## src/rtl/tape_pkg.sv

```systemverilog
// Shared encodings for the tape transport controller: FSM state codes
// and the P/R/F motor patterns each state drives.
package tape_pkg;

    typedef enum logic [2:0] {
        S_IDLE   = 3'd0,
        S_REWIND = 3'd1,
        S_PLAY   = 3'd2,
        S_FFWD   = 3'd3,
        S_SLOWB  = 3'd4,
        S_SLOWF  = 3'd5
    } state_t;

    // Motor patterns, ordered {P, R, F}
    localparam logic [2:0] PRF_IDLE   = 3'b000;
    localparam logic [2:0] PRF_REWIND = 3'b010;
    localparam logic [2:0] PRF_PLAY   = 3'b100;
    localparam logic [2:0] PRF_FFWD   = 3'b001;
    localparam logic [2:0] PRF_SLOWB  = 3'b010;
    localparam logic [2:0] PRF_SLOWF  = 3'b001;

    function automatic logic [2:0] prf_of(input state_t s);
        logic [2:0] prf;
        case (s)
            S_REWIND: prf = PRF_REWIND;
            S_PLAY:   prf = PRF_PLAY;
            S_FFWD:   prf = PRF_FFWD;
            S_SLOWB:  prf = PRF_SLOWB;
            S_SLOWF:  prf = PRF_SLOWF;
            default:  prf = PRF_IDLE;
        endcase
        return prf;
    endfunction

endpackage

```

## src/rtl/tape_pos_counter.sv

```systemverilog
// Tape position register with saturating step arithmetic and the slow-mode
// divider. Exposes the position it will load next so the FSM can detect
// reaching the end of travel in the same cycle.
module tape_pos_counter #(
    parameter int POS_W    = 8,
    parameter int TAPE_LEN = 64,
    parameter int SLOW_DIV = 4
) (
    input  logic             Clk,
    input  logic             Rst,
    input  logic             i_en,
    input  logic             i_dir,
    input  logic             i_slow,
    input  logic [POS_W-1:0] i_step,
    output logic [POS_W-1:0] o_pos,
    output logic [POS_W-1:0] o_next_pos,
    output logic             o_bot,
    output logic             o_eot
);

    localparam int               DIV_W    = $clog2(SLOW_DIV);
    localparam logic [DIV_W-1:0] DIV_LAST = DIV_W'(SLOW_DIV - 1);
    localparam logic [POS_W-1:0] MAX_POS  = POS_W'(TAPE_LEN - 1);
    localparam logic [POS_W:0]   MAX_EXT  = (POS_W + 1)'(TAPE_LEN - 1);

    logic [POS_W-1:0] r_pos;
    logic [DIV_W-1:0] r_div;
    logic [POS_W:0]   w_sum;
    logic [POS_W-1:0] w_diff;
    logic             w_move;

    // One extra bit on the forward sum so an overshoot past the end is
    // visible before it is clamped.
    assign w_sum  = {1'b0, r_pos} + {1'b0, i_step};
    assign w_diff = r_pos - i_step;

    // Next position: hold, or step in the requested direction and clamp
    always_comb begin
        w_move     = i_en && (!i_slow || (r_div == DIV_LAST));
        o_next_pos = r_pos;
        if (w_move) begin
            if (i_dir) begin
                o_next_pos = (w_sum > MAX_EXT) ? MAX_POS : w_sum[POS_W-1:0];
            end else begin
                o_next_pos = (i_step > r_pos) ? '0 : w_diff;
            end
        end
    end

    // Position and divider registers; divider idles at 0 outside slow modes
    always_ff @(posedge Clk) begin
        if (Rst) begin
            r_pos <= '0;
            r_div <= '0;
        end else begin
            r_pos <= o_next_pos;
            if (!i_slow || (r_div == DIV_LAST)) begin
                r_div <= '0;
            end else begin
                r_div <= r_div + DIV_W'(1);
            end
        end
    end

    assign o_pos = r_pos;
    assign o_bot = (r_pos == '0);
    assign o_eot = (r_pos == MAX_POS);

endmodule

```

## src/rtl/tape_transport_ctrl.sv

```systemverilog
// Tape transport controller: six-state Moore FSM driving the play,
// reverse and forward motors from the front-panel keys, with automatic
// stop at either end of the tape.
module tape_transport_ctrl
    import tape_pkg::*;
#(
    parameter int POS_W     = 8,
    parameter int TAPE_LEN  = 64,
    parameter int FAST_STEP = 4,
    parameter int SLOW_DIV  = 4
) (
    input  logic             Clk,
    input  logic             Rst,
    input  logic             PL,
    input  logic             RE,
    input  logic             FF,
    input  logic             ST,
    input  logic             M,
    output logic             P,
    output logic             R,
    output logic             F,
    output logic [POS_W-1:0] pos,
    output logic             bot,
    output logic             eot,
    output logic [2:0]       o_state
);

    localparam logic [POS_W-1:0] MAX_POS   = POS_W'(TAPE_LEN - 1);
    localparam logic [POS_W-1:0] STEP_FAST = POS_W'(FAST_STEP);
    localparam logic [POS_W-1:0] STEP_ONE  = POS_W'(1);

    state_t           r_state;
    state_t           w_key_next;
    state_t           w_state_next;
    logic             w_en;
    logic             w_dir;
    logic             w_slow;
    logic [POS_W-1:0] w_step;
    logic [POS_W-1:0] w_next_pos;
    logic             w_at_limit;

    tape_pos_counter #(
        .POS_W    (POS_W),
        .TAPE_LEN (TAPE_LEN),
        .SLOW_DIV (SLOW_DIV)
    ) u_pos (
        .Clk        (Clk),
        .Rst        (Rst),
        .i_en       (w_en),
        .i_dir      (w_dir),
        .i_slow     (w_slow),
        .i_step     (w_step),
        .o_pos      (pos),
        .o_next_pos (w_next_pos),
        .o_bot      (bot),
        .o_eot      (eot)
    );

    // Movement request for the counter, decoded from the current state
    always_comb begin
        w_en   = 1'b0;
        w_dir  = 1'b1;
        w_slow = 1'b0;
        w_step = STEP_ONE;
        case (r_state)
            S_PLAY: begin
                w_en = 1'b1;
            end
            S_FFWD: begin
                w_en   = 1'b1;
                w_step = STEP_FAST;
            end
            S_REWIND: begin
                w_en   = 1'b1;
                w_dir  = 1'b0;
                w_step = STEP_FAST;
            end
            S_SLOWF: begin
                w_en   = 1'b1;
                w_slow = 1'b1;
            end
            S_SLOWB: begin
                w_en   = 1'b1;
                w_dir  = 1'b0;
                w_slow = 1'b1;
            end
            default: begin
                w_en = 1'b0;
            end
        endcase
        // Reaching the end we are travelling towards forces a stop
        w_at_limit = w_en && (w_dir ? (w_next_pos == MAX_POS) : (w_next_pos == '0));
    end

    // Key-driven next state in priority order, then end-of-travel override
    always_comb begin
        w_key_next = r_state;
        case (r_state)
            S_IDLE: begin
                if (RE && !bot)      w_key_next = S_REWIND;
                else if (PL && !eot) w_key_next = S_PLAY;
                else if (FF && !eot) w_key_next = S_FFWD;
            end
            S_REWIND: begin
                if (ST || FF) w_key_next = S_IDLE;
                else if (PL)  w_key_next = S_PLAY;
            end
            S_PLAY: begin
                if (ST || !PL) w_key_next = S_IDLE;
                else if (RE)   w_key_next = S_SLOWB;
                else if (FF)   w_key_next = S_SLOWF;
            end
            S_FFWD: begin
                if (ST || RE) w_key_next = S_IDLE;
                else if (PL)  w_key_next = S_PLAY;
            end
            S_SLOWB, S_SLOWF: begin
                if (ST)      w_key_next = S_IDLE;
                else if (!M) w_key_next = S_PLAY;
            end
            default: begin
                w_key_next = S_IDLE;
            end
        endcase
        w_state_next = w_at_limit ? S_IDLE : w_key_next;
    end

    // State register
    always_ff @(posedge Clk) begin
        if (Rst) begin
            r_state <= S_IDLE;
        end else begin
            r_state <= w_state_next;
        end
    end

    assign {P, R, F} = prf_of(r_state);
    assign o_state   = r_state;

endmodule

```

## config.mk

```make
export PLATFORM = sky130hd
export DESIGN_NAME = tape_transport_ctrl
export DESIGN_NICKNAME = d
export VERILOG_FILES = /design/src/rtl/tape_pkg.sv /design/src/rtl/tape_pos_counter.sv /design/src/rtl/tape_transport_ctrl.sv
export SDC_FILE = /design/constraint.sdc
export NUM_CORES = 1
export LEC_CHECK = 0
export ABC_CLOCK_PERIOD_IN_PS = 2800
export CORE_MARGIN = 10
export CORE_UTILIZATION = 51
export CTS_BUF_LIST = sky130_fd_sc_hd__clkbuf_8
export DETAILED_ROUTE_END_ITERATION = 8
export HOLD_SLACK_MARGIN = 0.12
export PLACE_DENSITY = 0.78
export SLEW_MARGIN = 20
export SYNTH_ARGS = -nofsm -noshare
export SYNTH_HDL_FRONTEND = slang
export SYNTH_HIERARCHICAL = 1
export SYNTH_SLANG_ARGS = --single-unit
```

## constraint.sdc

```tcl
create_clock -name Clk -period 2.8 [get_ports Clk]
set_input_delay 0.42 -clock Clk [delete_from_list [all_inputs] [get_ports Clk]]
set_output_delay 0.42 -clock Clk [all_outputs]
set_load 0.01 [all_outputs]
```

# [After elaboration in Yosys (flattened, before gate mapping)]
# Index checks and enable logic that the tools add are counted.
[classes] add_sub_neg=3 order_cmp=2 n_eq_ne=11 n_mux=21 n_reduce_logical=24
[op_table] operator="$mux 3" count=12
[op_table] operator="$mux 8" count=4
[op_table] operator="$eq 8x6->1 const B" count=2
[op_table] operator="$logic_not 8->1" count=2
[op_table] operator="$pmux 3 s5" count=1
[op_table] operator="$reduce_or 2->1" count=6
[op_table] operator="$add 8x3->9" count=1
[op_table] operator="$gt 9x6->1 const B" count=1
[op_table] operator="$pmux 3 s3" count=1
[op_table] operator="$gt 3x8->1" count=1
[op_table] operator="$ne 4x4->1 const B" count=2
[op_table] operator="$sub 8x3->8" count=1
[op_table] operator="$eq 3x2->1 const B" count=2
[op_table] operator="$eq 3x3->1 const B" count=2
[op_table] operator="$logic_and 1x1->1" count=5
[op_table] operator="$reduce_or 5->1" count=1
[op_table] operator="$logic_not 1->1" count=4
[op_table] operator="$logic_or 1x1->1" count=4
[op_table] operator="$eq 3x1->1 const B" count=1
[op_table] operator="$logic_not 3->1" count=1
[op_table] operator="$mux 1" count=3
[op_table] operator="$ne 3x2->1 const B" count=1
[op_table] operator="$reduce_and 3->1" count=1
[op_table] operator="$add 2x1->2 const B" count=1
[op_table] operator="$eq 2x2->1 const B" count=1
[word_totals] regBits=13 inputBits=7 wordCells=64

# [Longest topological paths before layout]
[logic_depth] ltp_word=12 mapped_depth=16 depth_no_buf=15

# [By module]
# The synthesis kept the hierarchy.
[modules_own_cells] mod="tape_pos_counter" n_inst=1 cells_per_inst=153 area_each_um2=1163.6 seq_area_each_um2=200.2
[modules_own_cells] mod="tape_transport_ctrl" n_inst=1 cells_per_inst=52 area_each_um2=404.1 seq_area_each_um2=60.1

# [Worst setup path before layout]
# No wires, ideal clock.
[synth_path] path_type="register to register" startpoint="reg r_state[2], in the netlist o_state[2]" endpoint="reg r_state[2], in the netlist o_state[2]" setup_time_ns=0.122 t_arrival_ns=2.938 required_time_ns=2.678 slack_ns=-0.260 path_stages_with_launch=15 n_path_buf=0 cell_sequence="dfxtp_1 nand2b_1 ha_1 fa_1 nor2b_1 or3_1 a31oi_1 a21oi_2 o21ai_1 a21oi_1 nor4_1 nand2_1 mux2i_1 a31o_2 a21oi_1"
[synth_via] elab_chain_len=12 word_cells_on_any_way=37 classes_between="add/sub: 2; order compare: 2; eq/ne: 9; mux: 12; reduce/logical: 12"
[synth_lines] element="start, declared" line_no="tape_transport_ctrl.sv:32" rtl="state_t r_state;"
[synth_lines] element="start signal, assigned" line_no="tape_transport_ctrl.sv:133" rtl="r_state <= w_state_next;"
[synth_lines] element="$eq 3x2->1 / $eq 3x1->1 (equally long branches)" line_no="tape_transport_ctrl.sv:65" rtl="case (r_state)"
[synth_lines] element="$reduce_or 2->1 (no line) (*)"
[synth_lines] element="$mux 3 (*)" line_no="tape_transport_ctrl.sv:65"
[synth_lines] element="via w_step[0]" line_no="tape_transport_ctrl.sv:38" rtl="logic [POS_W-1:0] w_step;"
[synth_lines] element="$add 8x3->9" line_no="tape_pos_counter.sv:34" rtl="assign w_sum = {1'b0, r_pos} + {1'b0, i_step};"
[synth_lines] element="$gt 9x6->1" line_no="tape_pos_counter.sv:43" rtl="o_next_pos = (w_sum > MAX_EXT) ? MAX_POS : w_sum[POS_W-1:0];"
[synth_lines] element="$mux 8" line_no="tape_pos_counter.sv:43"
[synth_lines] element="$mux 8 (*)" line_no="tape_pos_counter.sv:42" rtl="if (i_dir) begin"
[synth_lines] element="$mux 8 (*)" line_no="tape_pos_counter.sv:41" rtl="if (w_move) begin"
[synth_lines] element="via w_next_pos[1]" line_no="tape_transport_ctrl.sv:39" rtl="logic [POS_W-1:0] w_next_pos;"
[synth_lines] element="$eq 8x6->1 / $logic_not 8->1 (equally long branches)" line_no="tape_transport_ctrl.sv:92" rtl="w_at_limit = w_en && (w_dir ? (w_next_pos == MAX_POS) : (w_next_pos == '0));"
[synth_lines] element="$mux 1 (*)" line_no="tape_transport_ctrl.sv:92"
[synth_lines] element="$logic_and 1x1->1 (*)" line_no="tape_transport_ctrl.sv:92"
[synth_lines] element="$reduce_or 2->1 (no line) (*)"
# The timed path passes the listed nets; every way through them passes the cells marked *.
# A chain may end at the register's enable or synchronous reset.

# [Final worst setup path]
# Same ends and word-level chain as after synthesis.

==> reports/metrics.csv <==
metric,value,unit
status,"finished, violations left",
failing checks,negative setup slack,
area of the multi-input gates,0.00137,mm^2
TritonCTS clock tree,yes,
Peak VDD IR,0.592,mV
layout cells sized above 1,0.257,
Register Area,265,um^2
Initial Util,0.522,
core region area,0.00300,mm^2
RR Startpoint,o_state[2]$_SDFFE_PP0P_,
ys flop type,dfxtp_1,
H-tree levels,1,
PortBufs,22,
routed vias,1844,
CTS sink cnt,13,
startpoint types,flip-flop,
initial antenna violation count,0,
initial DRC count,199,
Synth cell types,52,
first-pass GRT wire length,8180,um
Power Dens Cells,1040,mW/mm^2
CP Capture Point,o_state[2]$_SDFFE_PP0P_,
CP required,2.93,ns
Max Fclk,0.326,GHz
Final Util,0.778,
Crit. End Element,flip-flop,
slew margin rel.,0.632,
max_cap viols,0,
Die Height,75.4,um
GPL Wtd Cong,0.979,
"CTS clk-pin slew, worst paths",0.05,ns
crit-path leading delay family,simple AND/OR/NAND/NOR gates,
total grt overflow,0,
Post-synth EDFFs,0,
Final Hold Violating Endpoints,0,
FP Rows,20,
DRC Markers,0,
CP Cell Sequence,"nand2b_4, buf_6, ha_4, fa_2, nor2b_4, or3_4, o2111a_2, a21oi_4, o21ai_2, a21oi_2, and4_1, nand3_1, mux2i_1, a31o_2, a21oi_1",
"Arr. time, crit path",3.19,ns
hold buffer count at cts,0,
Reg2Reg Capture Point,o_state[2]$_SDFFE_PP0P_,
Layout fillers,233,
pin count of the biggest net entering global routing,14,
Routed Antenna Nets,0,
syn avg cell area,7.65,um^2
Post-Syn Area,0.00157,mm^2
cts bufs inserted,3,
ANT cells,0,
"reg-to-reg slack, setup",-0.27,ns
register area share after synthesis,0.166,
vias in the first global route,1780,
final hold slack,0.432,ns
Synth area leaders,"dfxtp_1, ha_1, a21oi_1",
Die W,75.4,um
dpl ws,-0.301,ns
Final min period,3.07,ns
hpwl dp,3740,um
Slowest cell on crit path,dfxtp_4,
max-slew violations,0,
Layout area overhead,48.9,%
setup TNS,-0.782,ns
Overall Global Routing Usage,0.183,
LEAKAGE,0.00102,uW
"Largest stage delay, worst path",0.34,ns
Worst-Margin Slew,0.550,ns
Pre-antenna DRT Iters,4,
Clock Path Buffers,2,
reg2reg path depth,15,
via/cell ratio,5.89,
setup repair after global routing missed its margin,yes,
Crit. Startpoint,o_state[2]$_SDFFE_PP0P_,
fin nets,309,
wire length per cell,16.2,um
Die ar.,0.00569,mm^2
Post-Route Skew,0.00578,ns
Hold Path Class,flip-flop to flip-flop,
Critical path buffers and inverters,1,
Mapped Cells,205,
Post-synth ARST share,0,
endpoints failing setup,3,
post-route clock period utilization,1.09,
IO Pins,23,
CP max FO,4,
Synth area leader,dfxtp_1,
final worst slack,-0.266,ns
area share of the largest cell type after synthesis,0.166,
#FFs+latches synth,13,
WS Path Type,flip-flop to flip-flop,
commonest cells in the netlist,"ha_1, inv_1, a21oi_1",
Levels on crit path,15,
root buffer cell,clkbuf_8,
Worst-Skew Late Latency,0.25,ns
Synth warnings,6,
final WL,5080,um
==> metal layers <==
layer  up-vias  routed length (um)  part of all wire  GRT usage
met1       855                2060              0.41      0.222
met4         0                 126             0.025     0.0515
li1        885                   -                 -          -
met2        89                2460              0.48      0.319
met3        15                 430             0.085     0.0326
met5         -                   0                 0          0
==> worst min-delay path by stage <==
stage / cells after the start / startpoint / endpoint / slack [ns]
floorplan: 1 / u_pos/r_div[0]$_SDFF_PP0_ / u_pos/r_div[0]$_SDFF_PP0_ / 0.41
global placement: 1 / u_pos/r_div[0]$_SDFF_PP0_ / u_pos/r_div[0]$_SDFF_PP0_ / 0.42
detailed placement: 1 / u_pos/r_div[0]$_SDFF_PP0_ / u_pos/r_div[0]$_SDFF_PP0_ / 0.42
CTS: 1 / u_pos/r_div[0]$_SDFF_PP0_ / u_pos/r_div[0]$_SDFF_PP0_ / 0.43
global route: 1 / u_pos/r_div[0]$_SDFF_PP0_ / u_pos/r_div[0]$_SDFF_PP0_ / 0.47
finish: 1 / u_pos/r_div[0]$_SDFF_PP0_ / u_pos/r_div[0]$_SDFF_PP0_ / 0.43
==> what timing repair did <==
item | 4_1_cts | 5_1_grt
setup buffers | 8 | 3
resized for setup | 12 | 7
pin swaps | 7 | 6
endpoints found under the setup margin | 3 | 4
hold endpoints to repair | 0 | 0
==> logic make-up (layout without fill, tap and decap cells) <==
family / after synthesis / count (layout) / share of synthesized area
mux: 2 / 2 / 0.0128
xor+xnor: 8 / 8 / 0.0447
fa+ha+maj: 21 / 21 / 0.177
buf+inv: 24 / 87 / 0.0678
other cells: 1 / 13 / 0.00239
flops: 13 / 13 / 0.166
simple gates: 73 / 73 / 0.267
compound gates: 63 / 63 / 0.263
==> flip-flops by register name (all words and copies together) (netlist names) <==
register / cells
u_pos/o_pos: 8
o_state: 3
u_pos/r_div: 2
==> per-stage QoR <==
step	total power (uW)	instance area (um^2)	std cells
2_1_floorplan	1330	1650	217
3_3_place_gp	1940	2140	302
3_5_place_dp	1960	2140	302
4_1_cts	2300	2300	314
5_1_grt	2610	2330	313
6_report	2430	2330	313
==> layout by cell type (no fill, tap or decap), drive strengths merged, types with 3 or more instances in the layout <==
master         instances
o21ai                 18
nor3b                  4
a211oi                 3
nor2                  13
clkdlybuf4s50         22
a21oi                 18
nor2b                  6
dfxtp                 13
clkbuf                 3
ha                    19
nand3                  6
buf                   42
or4                    4
xnor2                  7
a31oi                  5
conb                  13
inv                   20
nand2                 11
nand2b                 5
nor3                   9
==> report_power, final <==
| part | internal, uW | leakage (uW) | total, uW | switching [uW] |
|---|---|---|---|---|
| clock | 97.1 | 0.0000269 | 172 | 74.6 |
| sequential | 239 | 0.000108 | 296 | 56.6 |
| combinational | 938 | 0.000883 | 1960 | 1030 |
| total | 1270 | 0.00102 | 2430 | 1160 |
==> worst reg2reg max path, stage by stage (launching register included) <==
cell and delay [ns]:
dfxtp_4 0.34, nand2b_4 0.16, buf_6 0.12, ha_4 0.16, fa_2 0.34, nor2b_4 0.14
or3_4 0.34, o2111a_2 0.17, a21oi_4 0.21, o21ai_2 0.10, a21oi_2 0.16, and4_1 0.21
nand3_1 0.09, mux2i_1 0.16, a31o_2 0.20, a21oi_1 0.04
==> cell type report <==
cell class | count | share of cell area
clock inverters | 1 | 0.00161
repair buffers | 64 | 0.233
multi-input cells | 180 | 0.586
clock buffers | 3 | 0.0177
inverters | 19 | 0.0305
flip-flops and latches | 13 | 0.114
well taps | 33 | 0.0177
No activity file was read; power rests on OpenSTA's default activity.
